File: src/rtl/line_pkg.sv
`default_nettype none
// ============================================================================
//  Module      : line_pkg
//  Description : Shared types and constants for the line rasteriser and its
//                controller: coordinate widths, screen size, FSM states.
//  Revision    : 1.0  initial release
// ============================================================================
package line_pkg;

    localparam int COORD_W  = 11;
    localparam int SCREEN_W = 640;
    localparam int SCREEN_H = 480;

    typedef logic [COORD_W-1:0]      coord_t;
    typedef logic signed [COORD_W:0] scoord_t;

    typedef enum logic [1:0] {
        IDLE  = 2'd0,
        SETUP = 2'd1,
        DRAW  = 2'd2
    } draw_state_t;

endpackage
`default_nettype wire

File: src/rtl/line_drawer.sv
`default_nettype none
// ============================================================================
//  Module      : line_drawer
//  Description : Bresenham line rasteriser. Latches two endpoints on start,
//                spends one cycle normalising the line into a shallow,
//                left-to-right form, then emits one pixel per clock.
//  Revision    : 1.0  initial release
// ============================================================================
module line_drawer #(
    parameter int COORD_W = 11
) (
    input  logic               clk,
    input  logic               reset,
    input  logic               start,
    input  logic [COORD_W-1:0] x0,
    input  logic [COORD_W-1:0] y0,
    input  logic [COORD_W-1:0] x1,
    input  logic [COORD_W-1:0] y1,
    input  logic               color_in,
    output logic [COORD_W-1:0] x,
    output logic [COORD_W-1:0] y,
    output logic               color,
    output logic               plot,
    output logic               done
);

    import line_pkg::*;

    localparam int                 c_SW  = COORD_W + 1;
    localparam logic [COORD_W-1:0] c_ONE = COORD_W'(1);

    draw_state_t r_state;
    draw_state_t w_state_next;

    // Latched request endpoints
    logic [COORD_W-1:0] r_x0, r_y0, r_x1, r_y1;

    // Normalised line parameters and the running Bresenham state
    logic                   r_steep;
    logic                   r_ystep_neg;
    logic [COORD_W-1:0]     r_cx, r_cy, r_xb;
    logic signed [c_SW-1:0] r_dx, r_dy, r_err;

    // Setup-cycle normalisation
    logic signed [c_SW-1:0] w_ddx, w_ddy, w_adx, w_ady;
    logic signed [c_SW-1:0] w_dx, w_dyr, w_dy, w_err0;
    logic                   w_steep, w_swap, w_ystep_neg;
    logic [COORD_W-1:0]     w_sxa, w_sya, w_sxb, w_syb;
    logic [COORD_W-1:0]     w_xa, w_ya, w_xb, w_yb;

    // Per-pixel step
    logic signed [c_SW-1:0] w_err_acc, w_err_next;
    logic                   w_ystep_now, w_last;
    logic [COORD_W-1:0]     w_cy_next;

    // Normalise the latched endpoints: make the major axis x, order left to right
    always_comb begin
        w_ddx   = $signed({1'b0, r_x1}) - $signed({1'b0, r_x0});
        w_ddy   = $signed({1'b0, r_y1}) - $signed({1'b0, r_y0});
        w_adx   = w_ddx[c_SW-1] ? -w_ddx : w_ddx;
        w_ady   = w_ddy[c_SW-1] ? -w_ddy : w_ddy;
        w_steep = (w_ady > w_adx);

        w_sxa = w_steep ? r_y0 : r_x0;
        w_sya = w_steep ? r_x0 : r_y0;
        w_sxb = w_steep ? r_y1 : r_x1;
        w_syb = w_steep ? r_x1 : r_y1;

        w_swap = (w_sxa > w_sxb);
        w_xa   = w_swap ? w_sxb : w_sxa;
        w_ya   = w_swap ? w_syb : w_sya;
        w_xb   = w_swap ? w_sxa : w_sxb;
        w_yb   = w_swap ? w_sya : w_syb;

        w_dx        = $signed({1'b0, w_xb}) - $signed({1'b0, w_xa});
        w_dyr       = $signed({1'b0, w_yb}) - $signed({1'b0, w_ya});
        w_dy        = w_dyr[c_SW-1] ? -w_dyr : w_dyr;
        w_ystep_neg = (w_ya > w_yb);
        // dx is never negative, so the arithmetic shift is a plain halving
        w_err0      = -(w_dx >>> 1);
    end

    // Error accumulator step for the pixel currently being emitted
    always_comb begin
        w_err_acc   = r_err + r_dy;
        w_ystep_now = ~w_err_acc[c_SW-1];
        w_err_next  = w_ystep_now ? (w_err_acc - r_dx) : w_err_acc;
        w_cy_next   = r_cy;
        if (w_ystep_now) begin
            w_cy_next = r_ystep_neg ? (r_cy - c_ONE) : (r_cy + c_ONE);
        end
        w_last = (r_cx == r_xb);
    end

    // State register
    always_ff @(posedge clk or negedge reset) begin
        if (!reset) begin
            r_state <= IDLE;
        end else begin
            r_state <= w_state_next;
        end
    end

    // Next state: a start strobe restarts from any state
    always_comb begin
        w_state_next = r_state;
        if (start) begin
            w_state_next = SETUP;
        end else begin
            case (r_state)
                IDLE:    w_state_next = IDLE;
                SETUP:   w_state_next = DRAW;
                DRAW:    w_state_next = w_last ? IDLE : DRAW;
                default: w_state_next = IDLE;
            endcase
        end
    end

    // Datapath and registered outputs
    always_ff @(posedge clk or negedge reset) begin
        if (!reset) begin
            r_x0        <= '0;
            r_y0        <= '0;
            r_x1        <= '0;
            r_y1        <= '0;
            r_steep     <= 1'b0;
            r_ystep_neg <= 1'b0;
            r_cx        <= '0;
            r_cy        <= '0;
            r_xb        <= '0;
            r_dx        <= '0;
            r_dy        <= '0;
            r_err       <= '0;
            x           <= '0;
            y           <= '0;
            color       <= 1'b0;
            plot        <= 1'b0;
            done        <= 1'b1;
        end else if (start) begin
            r_x0  <= x0;
            r_y0  <= y0;
            r_x1  <= x1;
            r_y1  <= y1;
            color <= color_in;
            plot  <= 1'b0;
            done  <= 1'b0;
        end else begin
            case (r_state)
                SETUP: begin
                    r_steep     <= w_steep;
                    r_ystep_neg <= w_ystep_neg;
                    r_dx        <= w_dx;
                    r_dy        <= w_dy;
                    r_err       <= w_err0;
                    r_cx        <= w_xa;
                    r_cy        <= w_ya;
                    r_xb        <= w_xb;
                    plot        <= 1'b0;
                    done        <= 1'b0;
                end
                DRAW: begin
                    x     <= r_steep ? r_cy : r_cx;
                    y     <= r_steep ? r_cx : r_cy;
                    plot  <= 1'b1;
                    done  <= 1'b0;
                    r_err <= w_err_next;
                    r_cy  <= w_cy_next;
                    r_cx  <= r_cx + c_ONE;
                end
                default: begin
                    plot <= 1'b0;
                    done <= 1'b1;
                end
            endcase
        end
    end

endmodule
`default_nettype wire

File: config.mk
export PLATFORM = sky130hd
export DESIGN_NAME = line_drawer
export DESIGN_NICKNAME = d
export VERILOG_FILES = /design/src/rtl/line_pkg.sv /design/src/rtl/line_drawer.sv
export SDC_FILE = /design/constraint.sdc
export NUM_CORES = 1
export LEC_CHECK = 0
export ABC_CLOCK_PERIOD_IN_PS = 22600
export CORE_MARGIN = 2
export CORE_UTILIZATION = 40
export DETAILED_ROUTE_END_ITERATION = 16
export GPL_ROUTABILITY_DRIVEN = 1
export PLACE_DENSITY = 0.69
export SYNTH_ARGS = -nofsm -noshare
export SYNTH_HDL_FRONTEND = slang
export SYNTH_SLANG_ARGS = --single-unit
export TNS_END_PERCENT = 5
File: constraint.sdc
create_clock -name clk -period 22.6 [get_ports clk]
set_input_delay 4.52 -clock clk [delete_from_list [all_inputs] [get_ports clk]]
set_output_delay 4.52 -clock clk [all_outputs]
set_load 0.01 [all_outputs]
==> results of run 1 <==
-- layer usage --
metal	global-route usage [%]	vias to the layer above	part of all wire (%)
li1	-	5311	-
met1	30.2	5141	47
met2	35.6	311	46
met3	3.56	37	5.7
met4	5.26	0	1.6
met5	0	-	0
-- synthesized netlist by cell type (10+ instances only) --
cell type  instances  area share [%]
nand2_1          205             6.4
o21ai_0          152             6.3
dfrtp_1          141              29
a21oi_1          118             4.9
nor2_1           115             3.6
inv_1             99             3.1
ha_1              93             9.7
mux2i_1           57             4.7
xnor2_1           57             4.1
clkbuf_1          55             1.7
xor2_1            31             2.3
mux2_2            29             2.7
nand3_1           22            0.91
and3_1            21             1.1
nand2b_1          18            0.93
nor2b_1           18            0.93
a31oi_1           16            0.83
nor3_1            16            0.66
o211ai_1          16             1.0
or3_1             15            0.78
a21boi_0          14            0.87
a21o_1            14            0.87
buf_1             13            0.40
o21bai_1          12            0.75
a211oi_1          10            0.62
-- final cells by class --
type                            instances  area, sq um
Clock buffer                           17          425
Clock inverter                         15          186
Fill cell                            2928        16000
Inverter                              100          375
Multi-Input combinational cell       1176         7820
Sequential cell                       142         3550
Tap cell                              390          488
Timing Repair Buffer                   84          807
-- worst min-delay path by stage --
stage                                     from              endpoint  cells past startpoint
final                         y[1]$_DFFE_PN0P_      y[1]$_DFFE_PN0P_                      2
after global routing          y[9]$_DFFE_PN0P_      y[9]$_DFFE_PN0P_                      2
after CTS                 r_err[5]$_DFFE_PN0P_  r_err[5]$_DFFE_PN0P_                      2
after detailed placement  r_err[5]$_DFFE_PN0P_  r_err[5]$_DFFE_PN0P_                      2
after global placement        y[9]$_DFFE_PN0P_      y[9]$_DFFE_PN0P_                      2
after floorplan           r_dx[10]$_DFFE_PN0P_  r_dx[10]$_DFFE_PN0P_                      2
-- stage by stage --
step,cells,util (%),setup WS [ns],hold WS [ns]
finish,1924,46.1,10.79,0.481
global route,1924,46.1,9.76,0.494
CTS,1924,46.1,10.85,0.487
detailed placement,1892,44.0,10.92,0.469
global placement,1892,44.0,11.22,0.460
floorplan,1495,-,11.94,0.450
-- cells by family after synthesis --
logic type	Yosys count	synth area share, %
xor+xnor	88	6.39
simple gates	475	18.2
mux	88	7.66
flops	142	29.5
compound gates	425	21.8
buf+inv	177	5.73
fa+ha+maj	100	10.7
-- worst reg2reg max path: cells and delay by family, from the launching register on --
kind	cells	cell delay (ns)
buf+inv	2	0.76
mux	2	0.64
simple gates	12	4.09
compound gates	20	4.47
flops	1	0.38
fa+ha+maj	4	1.18
xor+xnor	1	0.18
==> out/qor.yml, run 1 <==
crit_type: "reg2reg"
synth-seq-cells: 142
rr_endpoint: "r_err[8]$_DFFE_PN0P_"
port_buffers: 72
htreeDepth: 4
dieWidth_microns: 178
max_freq_mhz: 84.7
grt_pass1_wl_microns: 54800
synthCells: 1495
r2r_cells: 41
layout_common_cells: "nand2_1, o21ai_0, dfrtp_1, a21oi_1, nor2_1"
dr.first_iter.drc_count: 1024
fin_skew_ns: 0.0142
antenna_found_initial: 0
ys.flop_type: "dfrtp_1"
required_ns: 22.93
finalHoldViolCount: 0
start_kind: "flop"
cp-end-kind: "flop"
path_depth: 41
relSlewSlack_pct: 18.9
path_clk_slew_ns: 0.07
fin_nets: 1668
cts_buffers: 17
drv_cap: 0
finalCritPeriodShare_pct: 52.2
clockBufferDepth: 2
cts_resized: 0
design_area_sq_um: 13700
die_y_microns: 178
status: "completed"
grt_max_degree: 83
hpwl_microns: 25200
post_cts_buffers: 0
overflow: 0
layout_commonest_cell: "nand2_1"
grt_pass1_vias: 10339
crit_start: "r_x0[1]$_DFFE_PN0P_"
critPathCapture: "r_err[8]$_DFFE_PN0P_"
final_antenna_net_count: 0
place_congestion: 0.924
die_area_sq_um: 31500
critPathSlowestCell: "or3_2"
min_period_ns: 11.81
via_count: 10800
fin_tns_setup_ns: 0
yosys_warnings: 0
r2r_start: "r_x0[1]$_DFFE_PN0P_"
syn_nets: 1642
cts_hold_buf: 0
maxSlewViolCount: 0
viasPerCell: 5.61
first_pass_iters: 6
critical_path.max_fanout: 62
path_buf_inv: 2
worstSkewPairLatency_ns: 0.45
synth_edf_count: 0
cp.arrival_ns: 12.14
reg2reg_slack_ns: 10.79
io-pin-count: 73
synth.avg_cell_area_sq_um: 8.06
drc: 0
synth.distinct_cells: 80
hold_class: "reg2reg"
root_buffer: "clkbuf_16"
rsz0062_at_grt: "false"
top_regs: "r_dx x12, r_dy x12, r_err x12"
syn_area_sq_um: 12100
grt_usage_pct: 21.8
drive_gt1_share_pct: 6.45
worst_pin_slew_ns: 1.22
drt_wl_total_microns: 33600
core_sq_um: 29600
place_area_sq_um: 13000
ys_seq_area_share_pct: 29.5
cts_tree: "done"
antenna_cells: 0
syn2layout_area_growth_pct: 13.3
cts_sinks: 142
rows: 63
synthArstFlopShare_pct: 100
crit_family: "compound AO/OA/AOI/OAI gates"
cpPeakStageDelay_ns: 0.90
wl_per_cell_microns: 17.5
path_common_cell: "o21ai_0"
setup_viol: 0
initial_utilization_pct: 40.7
Power of run 1 is left out: the tool's default activity adds up to more than one toggle a clock period on the data nets, which glitch-free logic cannot reach.
==> run 2: changes to the inputs <==
--- a/config.mk
+++ b/config.mk
@@ -5,7 +5,7 @@
 export SDC_FILE = /design/constraint.sdc
 export NUM_CORES = 1
 export LEC_CHECK = 0
-export ABC_CLOCK_PERIOD_IN_PS = 22600
+export ABC_CLOCK_PERIOD_IN_PS = 11100
 export CORE_MARGIN = 2
 export CORE_UTILIZATION = 40
 export DETAILED_ROUTE_END_ITERATION = 16
==> constraint.sdc (replaced) <==
create_clock -name clk -period 11.1 [get_ports clk]
set_input_delay 2.22 -clock clk [delete_from_list [all_inputs] [get_ports clk]]
set_output_delay 2.22 -clock clk [all_outputs]
set_load 0.01 [all_outputs]
==> out/qor.yml, run 2 (synthesis gave the netlist of run 1 again) <==
relSlewSlack_pct: 22.7  # +3.8 points
critical_path.max_fanout: 55  # -11%
crit_type: "reg2reg"
cts_sinks: 142  # unchanged
path_clk_slew_ns: 0.07  # about the same
antenna_found_initial: 0  # unchanged
drv_cap: 0  # unchanged
viasPerCell: 5.59  # -0.46%
hold_class: "reg2reg"
first_pass_iters: 5  # -1
layout_common_cells: "nand2_1, o21ai_0, dfrtp_1, a21oi_1, nor2_1"
core_sq_um: 29600  # unchanged
via_count: 10907  # +0.99%
hpwl_microns: 25400  # +0.66%
dieWidth_microns: 178  # unchanged
fin_nets: 1696  # +1.7%
met2_usage_pct: 34.2  # -1.4 points
grt.met1_usage_pct: 30.4  # +0.27 points
regArea_sq_um: 3560  # about the same
r2r_start: "r_x1[0]$_DFFE_PN0P_"
status: "completed"
worstSkewPairLatency_ns: 0.45  # about the same
min_to: "x[7]$_DFFE_PN0P_"
top_regs: "r_dx x12, r_dy x12, r_err x12"
worst_pin_slew_ns: 1.16  # -0.0568 ns
max_freq_mhz: 94.9  # +12%
design_area_sq_um: 13900  # +2.1%
wl_per_cell_microns: 17.4  # -0.28%
port_buffers: 72  # unchanged
place_area_sq_um: 13200  # +1.1%
min_period_ns: 10.53  # -1.27 ns
cpPeakStageDelay_ns: 0.56  # -0.34 ns
min_from: "x[7]$_DFFE_PN0P_"
whs_path_depth: 2  # unchanged
finalHoldViolCount: 0  # unchanged
rows: 63  # unchanged
final_antenna_net_count: 0  # unchanged
drc: 0  # unchanged
htreeDepth: 4  # unchanged
finalCritPeriodShare_pct: 94.9  # +43 points
r2r_cells: 43  # +4.9%
cts_buffers: 17  # unchanged
grt_pass1_wl_microns: 54300  # -0.96%
syn2layout_area_growth_pct: 15.6
dr.first_iter.drc_count: 899  # -12%
reg2reg_slack_ns: 0.57  # -10.23 ns
grt.busiest_layer: "met2"
place_congestion: 0.929  # +0.48%
maxSlewViolCount: 0  # unchanged
cp-end-kind: "flop"
grt_pass1_vias: 10313  # -0.25%
io-pin-count: 73  # unchanged
layout_commonest_cell: "nand2_1"
path_common_cell: "a21oi_1"
drt_wl_total_microns: 34000  # +1.2%
rsz0062_at_grt: "false"
rr_endpoint: "r_dy[10]$_DFFE_PN0P_"
clockBufferDepth: 2  # unchanged
fillers: 2904  # -0.82%
use_met3_pct: 3.28  # -0.28 points
fin_skew_ns: 0.0250  # +0.0107 ns
critPathSlowestCell: "buf_4"
fin_tns_setup_ns: 0  # unchanged
setup_viol: 0  # unchanged
antenna_cells: 0  # unchanged
grt_usage_pct: 21.7  # -0.17 points
start_kind: "flop"
drive_gt1_share_pct: 8.71  # +2.3 points
multi_input_area_sq_um: 7890  # +0.93%
die_area_sq_um: 31500  # unchanged
root_buffer: "clkbuf_16"
required_ns: 11.45  # -11.48 ns
cp.arrival_ns: 10.89  # -1.25 ns
overflow: 0  # unchanged
die_y_microns: 178  # unchanged
placedCellCount: 1911  # +1.0%
cts_tree: "done"
grt_max_degree: 78  # -6.0%
final_cells: 1952  # +1.5%
initial_utilization_pct: 40.7  # unchanged
[run 2: cell count changes in the layout (fill, tap and decap cells not counted), sizes merged]
cell	previous run	this run
a31oi	17	18
buf	14	40
clkinv	8	9
inv	107	106
or3	15	16
[run 2: area by class of cell]
cell class / instances / area share (%)
Clock inverter: 15 / 1.36
Inverter: 100 / 2.69
Timing Repair Buffer: 110 / 7.28
Multi-Input combinational cell: 1178 / 56.6
Sequential cell: 142 / 25.5
Clock buffer: 17 / 3.05
Tap cell: 390 / 3.50
[run 2: metal layers]
metal	vias to the layer above	wire [microns]
li1	5373	-
met1	5139	15800
met2	342	15400
met3	53	1960
met4	0	832
met5	-	0
[run 2: what timing repair did]
action                     4_1_cts  5_1_grt
gates resized for setup          0       16
hold buffers                     0        0
buffers inserted                 0        7
setup endpoints to repair        0       24
[run 2: through the flow]
stage          setup slack, ns  hold WS [ns]  utilization (%)
3_3_place_gp             0.421         0.463             44.5
4_1_cts                  0.122         0.488             46.6
3_5_place_dp             0.216         0.471             44.5
2_1_floorplan            0.437         0.450                -
6_report                 0.568         0.480             47.0
5_1_grt                 0.0138         0.507             47.0
[run 2: how the worst max path moves through the flow]
stage	startpoint	end	depth (start not counted)	slack, ns
4_1_cts	r_x0[1]$_DFFE_PN0P_	r_dy[10]$_DFFE_PN0P_	47	0.12
3_3_place_gp	r_x0[1]$_DFFE_PN0P_	r_dy[10]$_DFFE_PN0P_	47	0.42
3_5_place_dp	r_x0[1]$_DFFE_PN0P_	r_dy[10]$_DFFE_PN0P_	47	0.22
5_1_grt	r_y0[1]$_DFFE_PN0P_	r_dy[10]$_DFFE_PN0P_	48	0.01
2_1_floorplan	r_x0[1]$_DFFE_PN0P_	r_err[11]$_DFFE_PN0P_	51	0.44
6_report	r_x1[0]$_DFFE_PN0P_	r_dy[10]$_DFFE_PN0P_	43	0.57
[run 2: worst max-delay path, delay by kind of cell (launching register included)]
kind | cells | cell delay (ns)
adder cells (fa/ha/maj) | 5 | 1.67
multiplexers | 1 | 0.31
flip-flops | 1 | 0.44
AO/OA/AOI/OAI | 15 | 3.21
AND/OR/NAND/NOR | 14 | 3.11
buffers and inverters | 6 | 1.24
XOR/XNOR | 2 | 0.44
Power of run 2 is left out for the same reason.
==> run 3: changes to the inputs <==
--- a/config.mk
+++ b/config.mk
@@ -7,10 +7,11 @@
 export LEC_CHECK = 0
 export ABC_CLOCK_PERIOD_IN_PS = 11100
 export CORE_MARGIN = 2
-export CORE_UTILIZATION = 40
+export CORE_UTILIZATION = 55
 export DETAILED_ROUTE_END_ITERATION = 16
 export GPL_ROUTABILITY_DRIVEN = 1
-export PLACE_DENSITY = 0.69
+export PLACE_DENSITY = 0.87
+export SLEW_MARGIN = 10
 export SYNTH_ARGS = -nofsm -noshare
 export SYNTH_HDL_FRONTEND = slang
 export SYNTH_SLANG_ARGS = --single-unit
==> out/qor.yml, run 3 (synthesis gave the netlist of run 1 again) <==
first_pass_iters: 6  # +1
grt_pass1_wl_microns: 54900  # +1.1%
initial_utilization_pct: 55.6  # +15 points
port_buffers: 72  # unchanged
rsz0062_at_grt: "false"
maxSlewViolCount: 0  # unchanged
core_sq_um: 21700  # -27%
setup_viol: 0  # unchanged
grt_max_degree: 79  # +1.3%
hpwl_microns: 24900  # -1.7%
crit_type: "reg2reg"
worstSkewPairLatency_ns: 0.44  # about the same
start_kind: "flop"
overflow: 0  # unchanged
wl_per_cell_microns: 18.5  # +6.4%
clockBufferDepth: 2  # unchanged
max_freq_mhz: 95.4  # +0.48%
syn2layout_area_growth_pct: 14.4
dr.first_iter.drc_count: 1151  # +28%
cts_sinks: 142  # unchanged
layout_commonest_cell: "nand2_1"
hold_ws_ns: 0.478  # -0.00282 ns
use_met3_pct: 3.62  # +0.34 points
layout_common_cells: "nand2_1, o21ai_0, dfrtp_1, a21oi_1, nor2_1"
status: "completed"
root_buffer: "clkbuf_16"
min_from: "y[1]$_DFFE_PN0P_"
cts_tree: "done"
final_antenna_net_count: 0  # unchanged
top_regs: "r_dx x12, r_dy x12, r_err x12"
cp-end-kind: "flop"
drv_cap: 0  # unchanged
die_area_sq_um: 23100  # -27%
path_clk_slew_ns: 0.07  # about the same
required_ns: 11.44  # about the same
finalCritPeriodShare_pct: 94.4  # -0.45 points
via_count: 11333  # +3.9%
fin_skew_ns: 0.0154  # -0.00951 ns
met2_usage_pct: 48.3  # +14 points
antenna_cells: 0  # unchanged
hold_class: "reg2reg"
cts_hold_buf: 0  # unchanged
drc: 0  # unchanged
relSlewSlack_pct: 19.7  # -3.0 points
cpPeakStageDelay_ns: 0.58  # +0.02 ns
drive_gt1_share_pct: 8.70  # about the same
io-pin-count: 73  # unchanged
drt_wl_total_microns: 34100  # +0.42%
viasPerCell: 6.15  # +10%
critPathSlowestCell: "or4_1"
dieWidth_microns: 152  # -14%
grt_usage_pct: 29.0  # +7.3 points
fin_tns_setup_ns: 0  # unchanged
grt.met1_usage_pct: 38.7  # +8.2 points
min_period_ns: 10.48  # -0.0501 ns
grt.busiest_layer: "met2"
fin_nets: 1697  # +0.059%
htreeDepth: 4  # unchanged
r2r_start: "r_y0[1]$_DFFE_PN0P_"
rows: 54  # -14%
cts_buffers: 17  # unchanged
die_y_microns: 152  # -14%
crit_start: "r_y0[1]$_DFFE_PN0P_"
place_congestion: 0.963  # +3.7%
worst_pin_slew_ns: 1.20  # +0.0450 ns
finalHoldViolCount: 0  # unchanged
cp.arrival_ns: 10.83  # -0.06 ns
critical_path.max_fanout: 23  # -58%
path_common_cell: "ha_1"
grt_pass1_vias: 10903  # +5.7%
antenna_found_initial: 0  # unchanged
-- run 3: changes by cell type in the layout (fill, tap and decap cells not counted), moves of 2 or more --
cell | before | now
clkinv_4 | 2 | 0
clkinvlp_4 | 0 | 4
a21boi_1 | 2 | 0
a21boi_0 | 12 | 14
-- run 3: area by class of cell --
| cell class | instances | area (sq um) |
|---|---|---|
| flip-flops and latches | 142 | 3560 |
| fillers | 1757 | 7890 |
| clock buffers | 17 | 425 |
| inverters | 100 | 379 |
| repair buffers | 111 | 1040 |
| well taps | 280 | 350 |
| multi-input cells | 1178 | 7880 |
| clock inverters | 15 | 170 |
-- run 3: stage by stage --
step	utilization (%)	setup WS, ns	area (sq um)	std cells
detailed placement	60.0	0.371	13000	1796
global route	63.6	0.0239	13800	1843
finish	63.6	0.618	13800	1843
CTS	62.8	0.305	13600	1828
floorplan	-	0.437	12100	1495
global placement	60.0	0.702	13000	1796
-- run 3: final timing paths --
check / to / slack (ns) / cells past startpoint
max: r_err[9]$_DFFE_PN0P_ / 0.62 / 39
min: y[1]$_DFFE_PN0P_ / 0.48 / 2
max reg2reg: r_err[9]$_DFFE_PN0P_ / 0.62 / 39
min reg2reg: y[1]$_DFFE_PN0P_ / 0.48 / 2
max in group asynchronous: r_x0[5]$_DFFE_PN0P_ / 7.92 / 2
min in group asynchronous: r_dx[3]$_DFFE_PN0P_ / 1.83 / 1
-- run 3: worst max-delay path, delay by kind of cell, from the launching register on --
| kind | cells | cell delay (ns) |
|---|---|---|
| muxes | 2 | 0.44 |
| xor gates and xnor gates | 1 | 0.13 |
| adders and majority gates | 4 | 1.34 |
| buffers and inverters | 3 | 0.53 |
| AOI/OAI and AO/OA | 14 | 3.64 |
| and+or+nand+nor | 15 | 3.87 |
| DFF | 1 | 0.42 |
-- run 3: per-layer routing --
metal | share of wire [%] | vias to the layer above
met4 | 3.8 | 0
li1 | - | 5379
met3 | 7.5 | 107
met5 | 0 | -
met1 | 42 | 5295
met2 | 47 | 552
-- run 3: timing repair --
| action | 4_1_cts | 5_1_grt |
|---|---|---|
| setup buffers | 0 | 12 |
| setup endpoints to repair | 0 | 21 |
| resized for setup | 0 | 14 |
Power of run 3 is left out for the same reason.
